**config.mk**
```make
export PLATFORM = sky130hd
export DESIGN_NAME = multicycle_control
export DESIGN_NICKNAME = d
export VERILOG_FILES = /design/src/rtl/multicycle_control.sv
export SDC_FILE = /design/constraint.sdc
export NUM_CORES = 1
export LEC_CHECK = 0
export BUFFER_PORTS_ARGS = -buffer_cell sky130_fd_sc_hd__buf_4
export CAP_MARGIN = 20
export CORE_MARGIN = 4
export CORE_UTILIZATION = 49
export CTS_CLUSTER_SIZE = 10
export DETAILED_ROUTE_END_ITERATION = 12
export HOLD_SLACK_MARGIN = 0.12
export PLACE_DENSITY = 0.79
export REMOVE_ABC_BUFFERS = 1
export SLEW_MARGIN = 20
export SYNTH_ARGS = -nofsm -noshare
export SYNTH_HDL_FRONTEND = slang
export SYNTH_SLANG_ARGS = --single-unit
```
**constraint.sdc**
```tcl
create_clock -name clk -period 1.9 [get_ports clk]
set_input_delay 0.095 -clock clk [delete_from_list [all_inputs] [get_ports clk]]
set_output_delay 0.095 -clock clk [all_outputs]
set_load 0.05 [all_outputs]
```
**src/rtl/multicycle_control.sv**
```systemverilog
// Moore-style sequencer for a shared-memory multi-cycle MIPS-subset datapath.
// Control outputs are decoded from the current state. Some are qualified by
// mem_ready, Zero or Overflow in the same cycle. The memory timeout pulse
// (mem_err) is the only registered output.
module multicycle_control #(
  parameter int unsigned MEM_TIMEOUT = 16,
  parameter int unsigned CNT_W       = 8
) (
  input  logic       clk,
  input  logic       rst_n,
  input  logic [5:0] op,
  input  logic [5:0] func,
  input  logic       Zero,
  input  logic       Overflow,
  input  logic       mem_ready,
  output logic       mem_req,
  output logic       MemWr,
  output logic       IorD,
  output logic       IRWr,
  output logic       PCWr,
  output logic [1:0] PC_Sel,
  output logic       ALUSrcA,
  output logic [1:0] ALUSrcB,
  output logic       Extop,
  output logic [2:0] ALUctr,
  output logic       RegWr,
  output logic       RegDst,
  output logic       MemtoReg,
  output logic       illegal,
  output logic       mem_err,
  output logic       ovf_trap,
  output logic [3:0] state_o
);

  localparam int unsigned OP_W  = 6;
  localparam int unsigned ALU_W = 3;

  localparam logic [OP_W-1:0] OP_RTYPE = 6'b000000;
  localparam logic [OP_W-1:0] OP_LW    = 6'b100011;
  localparam logic [OP_W-1:0] OP_SW    = 6'b101011;
  localparam logic [OP_W-1:0] OP_BEQ   = 6'b000100;
  localparam logic [OP_W-1:0] OP_J     = 6'b000010;
  localparam logic [OP_W-1:0] OP_ADDI  = 6'b001000;
  localparam logic [OP_W-1:0] OP_ORI   = 6'b001101;

  localparam logic [OP_W-1:0] FN_ADD = 6'b100000;
  localparam logic [OP_W-1:0] FN_SUB = 6'b100010;
  localparam logic [OP_W-1:0] FN_AND = 6'b100100;
  localparam logic [OP_W-1:0] FN_OR  = 6'b100101;
  localparam logic [OP_W-1:0] FN_SLT = 6'b101010;

  localparam logic [ALU_W-1:0] ALU_ADD = 3'b000;
  localparam logic [ALU_W-1:0] ALU_SUB = 3'b001;
  localparam logic [ALU_W-1:0] ALU_AND = 3'b010;
  localparam logic [ALU_W-1:0] ALU_OR  = 3'b011;
  localparam logic [ALU_W-1:0] ALU_SLT = 3'b100;

  localparam logic [CNT_W-1:0] CNT_LAST = CNT_W'(MEM_TIMEOUT - 1);

  typedef enum logic [3:0] {
    S_INIT   = 4'd0,
    S_FETCH  = 4'd1,
    S_DECODE = 4'd2,
    S_MEMADR = 4'd3,
    S_MEMRD  = 4'd4,
    S_MEMWB  = 4'd5,
    S_MEMWR  = 4'd6,
    S_EXEC   = 4'd7,
    S_ALUWB  = 4'd8,
    S_BRANCH = 4'd9,
    S_JUMP   = 4'd10,
    S_IMMEX  = 4'd11,
    S_IMMWB  = 4'd12
  } state_t;

  state_t           state;
  state_t           state_nx;
  logic [CNT_W-1:0] wait_cnt;
  logic [CNT_W-1:0] wait_cnt_nx;
  logic             mem_err_nx;
  logic             mem_wait;

  logic [ALU_W-1:0] r_aluctr;
  logic             r_legal;
  logic             r_arith;

  // State, wait counter and registered timeout pulse.
  always_ff @(posedge clk or negedge rst_n) begin
    if (!rst_n) begin
      state    <= S_INIT;
      wait_cnt <= '0;
      mem_err  <= 1'b0;
    end else begin
      state    <= state_nx;
      wait_cnt <= wait_cnt_nx;
      mem_err  <= mem_err_nx;
    end
  end

  // R-type function decode; add/sub are the only overflow-trapping ops.
  always_comb begin
    r_aluctr = ALU_ADD;
    r_legal  = 1'b1;
    r_arith  = 1'b0;
    unique case (func)
      FN_ADD:  begin r_aluctr = ALU_ADD; r_arith = 1'b1; end
      FN_SUB:  begin r_aluctr = ALU_SUB; r_arith = 1'b1; end
      FN_AND:  r_aluctr = ALU_AND;
      FN_OR:   r_aluctr = ALU_OR;
      FN_SLT:  r_aluctr = ALU_SLT;
      default: r_legal  = 1'b0;
    endcase
  end

  // Next-state, per-state outputs and memory wait/timeout handling.
  always_comb begin
    state_nx    = state;
    wait_cnt_nx = wait_cnt;
    mem_err_nx  = 1'b0;
    mem_wait    = 1'b0;
    mem_req     = 1'b0;
    MemWr       = 1'b0;
    IorD        = 1'b0;
    IRWr        = 1'b0;
    PCWr        = 1'b0;
    PC_Sel      = 2'b00;
    ALUSrcA     = 1'b0;
    ALUSrcB     = 2'b00;
    Extop       = 1'b0;
    ALUctr      = ALU_ADD;
    RegWr       = 1'b0;
    RegDst      = 1'b0;
    MemtoReg    = 1'b0;
    illegal     = 1'b0;
    ovf_trap    = 1'b0;

    unique case (state)
      S_INIT: state_nx = S_FETCH;

      S_FETCH: begin
        mem_wait = 1'b1;
        mem_req  = 1'b1;
        ALUSrcB  = 2'b01;
        IRWr     = mem_ready;
        PCWr     = mem_ready;
        if (mem_ready) state_nx = S_DECODE;
      end

      S_DECODE: begin
        ALUSrcB = 2'b11;
        Extop   = 1'b1;
        unique case (op)
          OP_RTYPE:       state_nx = S_EXEC;
          OP_LW, OP_SW:   state_nx = S_MEMADR;
          OP_BEQ:         state_nx = S_BRANCH;
          OP_J:           state_nx = S_JUMP;
          OP_ADDI, OP_ORI: state_nx = S_IMMEX;
          default: begin
            illegal  = 1'b1;
            state_nx = S_FETCH;
          end
        endcase
      end

      S_MEMADR: begin
        ALUSrcA  = 1'b1;
        ALUSrcB  = 2'b10;
        Extop    = 1'b1;
        state_nx = (op == OP_SW) ? S_MEMWR : S_MEMRD;
      end

      S_MEMRD: begin
        mem_wait = 1'b1;
        mem_req  = 1'b1;
        IorD     = 1'b1;
        if (mem_ready) state_nx = S_MEMWB;
      end

      S_MEMWB: begin
        RegWr    = 1'b1;
        MemtoReg = 1'b1;
        state_nx = S_FETCH;
      end

      S_MEMWR: begin
        mem_wait = 1'b1;
        mem_req  = 1'b1;
        MemWr    = 1'b1;
        IorD     = 1'b1;
        if (mem_ready) state_nx = S_FETCH;
      end

      S_EXEC: begin
        ALUSrcA = 1'b1;
        ALUctr  = r_aluctr;
        if (r_legal) begin
          state_nx = S_ALUWB;
        end else begin
          illegal  = 1'b1;
          state_nx = S_FETCH;
        end
      end

      S_ALUWB: begin
        RegDst   = 1'b1;
        ALUctr   = r_aluctr;
        ovf_trap = Overflow & r_arith;
        RegWr    = ~(Overflow & r_arith);
        state_nx = S_FETCH;
      end

      S_BRANCH: begin
        ALUSrcA  = 1'b1;
        ALUctr   = ALU_SUB;
        PC_Sel   = 2'b01;
        PCWr     = Zero;
        state_nx = S_FETCH;
      end

      S_JUMP: begin
        PCWr     = 1'b1;
        PC_Sel   = 2'b10;
        state_nx = S_FETCH;
      end

      S_IMMEX: begin
        ALUSrcA = 1'b1;
        ALUSrcB = 2'b10;
        if (op == OP_ADDI) begin
          Extop  = 1'b1;
          ALUctr = ALU_ADD;
        end else if (op == OP_ORI) begin
          ALUctr = ALU_OR;
        end
        state_nx = S_IMMWB;
      end

      S_IMMWB: begin
        ALUctr   = (op == OP_ORI) ? ALU_OR : ALU_ADD;
        ovf_trap = Overflow & (op == OP_ADDI);
        RegWr    = ~(Overflow & (op == OP_ADDI));
        state_nx = S_FETCH;
      end

      default: state_nx = S_INIT;
    endcase

    // Count stalled memory cycles; the last tolerated stall aborts to FETCH.
    // A ready on the final cycle completes normally.
    if (mem_wait && !mem_ready) begin
      if (wait_cnt == CNT_LAST) begin
        state_nx    = S_FETCH;
        wait_cnt_nx = '0;
        mem_err_nx  = 1'b1;
      end else begin
        wait_cnt_nx = wait_cnt + CNT_W'(1);
      end
    end else if (state_nx != state) begin
      wait_cnt_nx = '0;
    end
  end

  assign state_o = 4'(state);

endmodule

```
==> results.json <==
{
  "status": "finished clean",
  "dr_total_vias": 1362,
  "drive_above_1_share": 0.4167,
  "vdd_drop_max_mv": 0.8582,
  "finalWirelength_um": 3684,
  "async_flop_share": 1.000,
  "hold_path_class": "input port to asynchronous set/reset pin",
  "cts_inserted_buffers": 3,
  "cts_tree": "done",
  "worst_ep_required_time_ns": 1.80,
  "num_antenna_cells": 0,
  "antenna_found_initial": 0,
  "path_class": "register to output pin",
  "die-area_mm2": 0.003147,
  "synth_edf_count": 0,
  "setup_ws_ns": 0.05385,
  "cts.sinks": 13,
  "syn_area_mm2": 0.001134,
  "timing.setup.tns_ns": 0,
  "setup_violations": 0,
  "finalInstanceArea_mm2": 0.001709,
  "power_mw": 2.076,
  "die_h_um": 56.10,
  "drc": 0,
  "cts-root-buf": "clkbuf_4",
  "numPortBuffers": 40,
  "finalClockSkew_ns": 0.008808,
  "initial_core_util": 0.5124,
  "arrival_ns": 1.75,
  "relSlewSlack": 0.7565,
  "hold_viol": 0,
  "fin_crit_sh": 0.9717,
  "drv_slew": 0,
  "pin_count": 41,
  "worst_pin_slew_ns": 0.3630,
  "grt_pass1_wl_um": 5513,
  "core.rowCount": 17,
  "die_x_um": 56.10,
  "htreeDepth": 1,
  "gp_congestion": 0.8982,
  "fmax_mhz": 541.7,
  "grt_busiest_layer": "met2",
  "synth_area_per_cell_um2": 7.711,
  "yosys_warnings": 0,
  "dpl_cell_area_mm2": 0.001454,
  "place_hpwl_um": 2350,
  "grt_use_total": 0.2155,
  "synth-seq-cells": 13,
  "period_needed_ns": 1.846,
  "area_delta_synth_final_pct": 50.77,
  "hold_slack_ns": 0.1733,
  "synth_cell_type_count": 49,
  "drv_cap": 0,
  "grt_max_degree": 19,
  "post-place-ws_ns": 0.1686,
  "synth_ff_type": "dfrtp_1",
  "postRouteAntennaNets": 0,
  "fin_nets": 223,
  "critical_path.max_fanout": 11,
  "seq_area_frac_synth": 0.2870,
  "core_mm2": 0.002212,
  "clk_path_buf_depth": 2,
  "drtIter0Drc": 61,
  "dr.pass1.iters": 4,
  "vias_per_cell": 5.871,
  "crit_path_end_kind": "output pin",
  "grtUsageMet2": 0.3573,
  "path_clk_slew_ns": 0.09,
  "powerDensity_mw_per_mm2": 1215,
  "wl_per_cell_um": 15.88,
  "syn_inst": 147,
  "grt_use_met3": 0.06961,
  "crit_path_start_kind": "register",
  "clk_latency_ns": 0.29,
  "p_leak_nw": 0.7891,
  "globalRouteOverflowTotal": 0,
  "grt_pass1_vias": 1228,
  "gr-usage-met1": 0.2687
}
kinds of logic (layout without fill, tap and decap cells):
logic type,count (synthesis),count (layout),share of synthesized area
and+or+nand+nor,82,82,0.3863
DFF,13,13,0.2870
AOI/OAI and AO/OA,31,31,0.1921
adders and majority gates,1,1,0.01104
buffers and inverters,13,70,0.06952
xor gates and xnor gates,7,7,0.05408
area by class of cell:
| class | instances | area, µm² |
|---|---|---|
| multi-input combinational | 121 | 814.5 |
| sequential | 13 | 329.1 |
| tap | 28 | 35.03 |
| timing repair buffer | 59 | 478.0 |
| clock buffer | 4 | 26.28 |
| inverter | 7 | 26.28 |
| fill | 157 | 503.0 |
critical path: stages (launching register included):
cell      delay [ns]
dfrtp_2         0.44
buf_12          0.15
nand2b_1        0.22
nor3_2          0.18
nand3_1         0.09
o22ai_1         0.15
buf_4           0.23
report_power, final:
group,internal [mW],total (mW),switching [mW]
sequential,0.323,0.381,0.0573
clock,0.0817,0.180,0.0984
combinational,0.581,1.52,0.934
state kept, by name, summed over array words and instances (netlist names):
register,flops
mem_err,1
wait_cnt,8
state_o,4
metal layers:
layer | up-vias | part of all wire
met2 | 63 | 0.47
met1 | 635 | 0.43
li1 | 642 | -
met5 | - | 0
met3 | 22 | 0.072
met4 | 0 | 0.031
what timing repair did:
item,4_1_cts,5_1_grt
gates resized for setup,12,13
setup buffers,7,6
hold buffers,1,0
hold endpoints to repair,13,0
endpoints found under the setup margin,4,6
pin swaps,3,2
layout by cell type, fill, tap and decap left out, drive strengths merged, types with 2 or more instances in the layout:
master,Yosys,final
a211oi,2,2
a21oi,8,8
and3,4,4
buf,5,58
clkbuf,1,4
dfrtp,13,13
inv,7,7
nand2,10,10
nand2b,8,8
nand3,5,5
nand4,2,2
nor2,26,26
nor2b,6,6
nor3,5,5
nor4,2,2
o21ai,6,6
o22ai,2,2
or2,3,3
or4,3,3
or4b,2,2
xnor2,2,2
xor2,5,5
worst paths after layout:
| check | slack, ns | start | endpoint | cells after the start |
|---|---|---|---|---|
| worst max-delay path | 0.05 | state_o[0] | illegal | 6 |
| max in group asynchronous | 1.54 | rst_n | state_o[1] | 2 |
| worst min-delay path | 0.17 | rst_n | wait_cnt[4] | 2 |
| worst min register to register | 0.49 | wait_cnt[0] | wait_cnt[0] | 1 |
| worst max register to register | 0.08 | state_o[0] | state_o[0] | 5 |
| min in group clk | 0.26 | mem_ready | mem_err | 4 |
cell usage after synthesis (2+ instances only):
cell type / count / area [µm²]
nor3_1: 5 / 25.02
a21oi_1: 8 / 40.04
xor2_1: 5 / 43.79
nor2b_1: 6 / 37.54
buf_6: 3 / 33.78
inv_1: 6 / 22.52
o21ai_0: 3 / 15.01
or4_1: 3 / 22.52
nor2_1: 25 / 93.84
nand3_1: 5 / 25.02
dfrtp_1: 13 / 325.3
xnor2_1: 2 / 17.52
a211oi_1: 2 / 15.01
and3_1: 4 / 25.02
buf_4: 2 / 15.01
nand4_1: 2 / 12.51
o22ai_1: 2 / 12.51
o21ai_1: 3 / 15.01
nand2_1: 10 / 37.54
nand2b_1: 8 / 50.05
nor4_1: 2 / 12.51
metrics by stage:
stage,utilization,instances
after global placement,0.6572,214
final,0.7726,232
after detailed placement,0.6572,214
after global routing,0.7726,232
after floorplan,-,141
after CTS,0.7178,226
No activity file was read; power rests on OpenSTA's default activity.
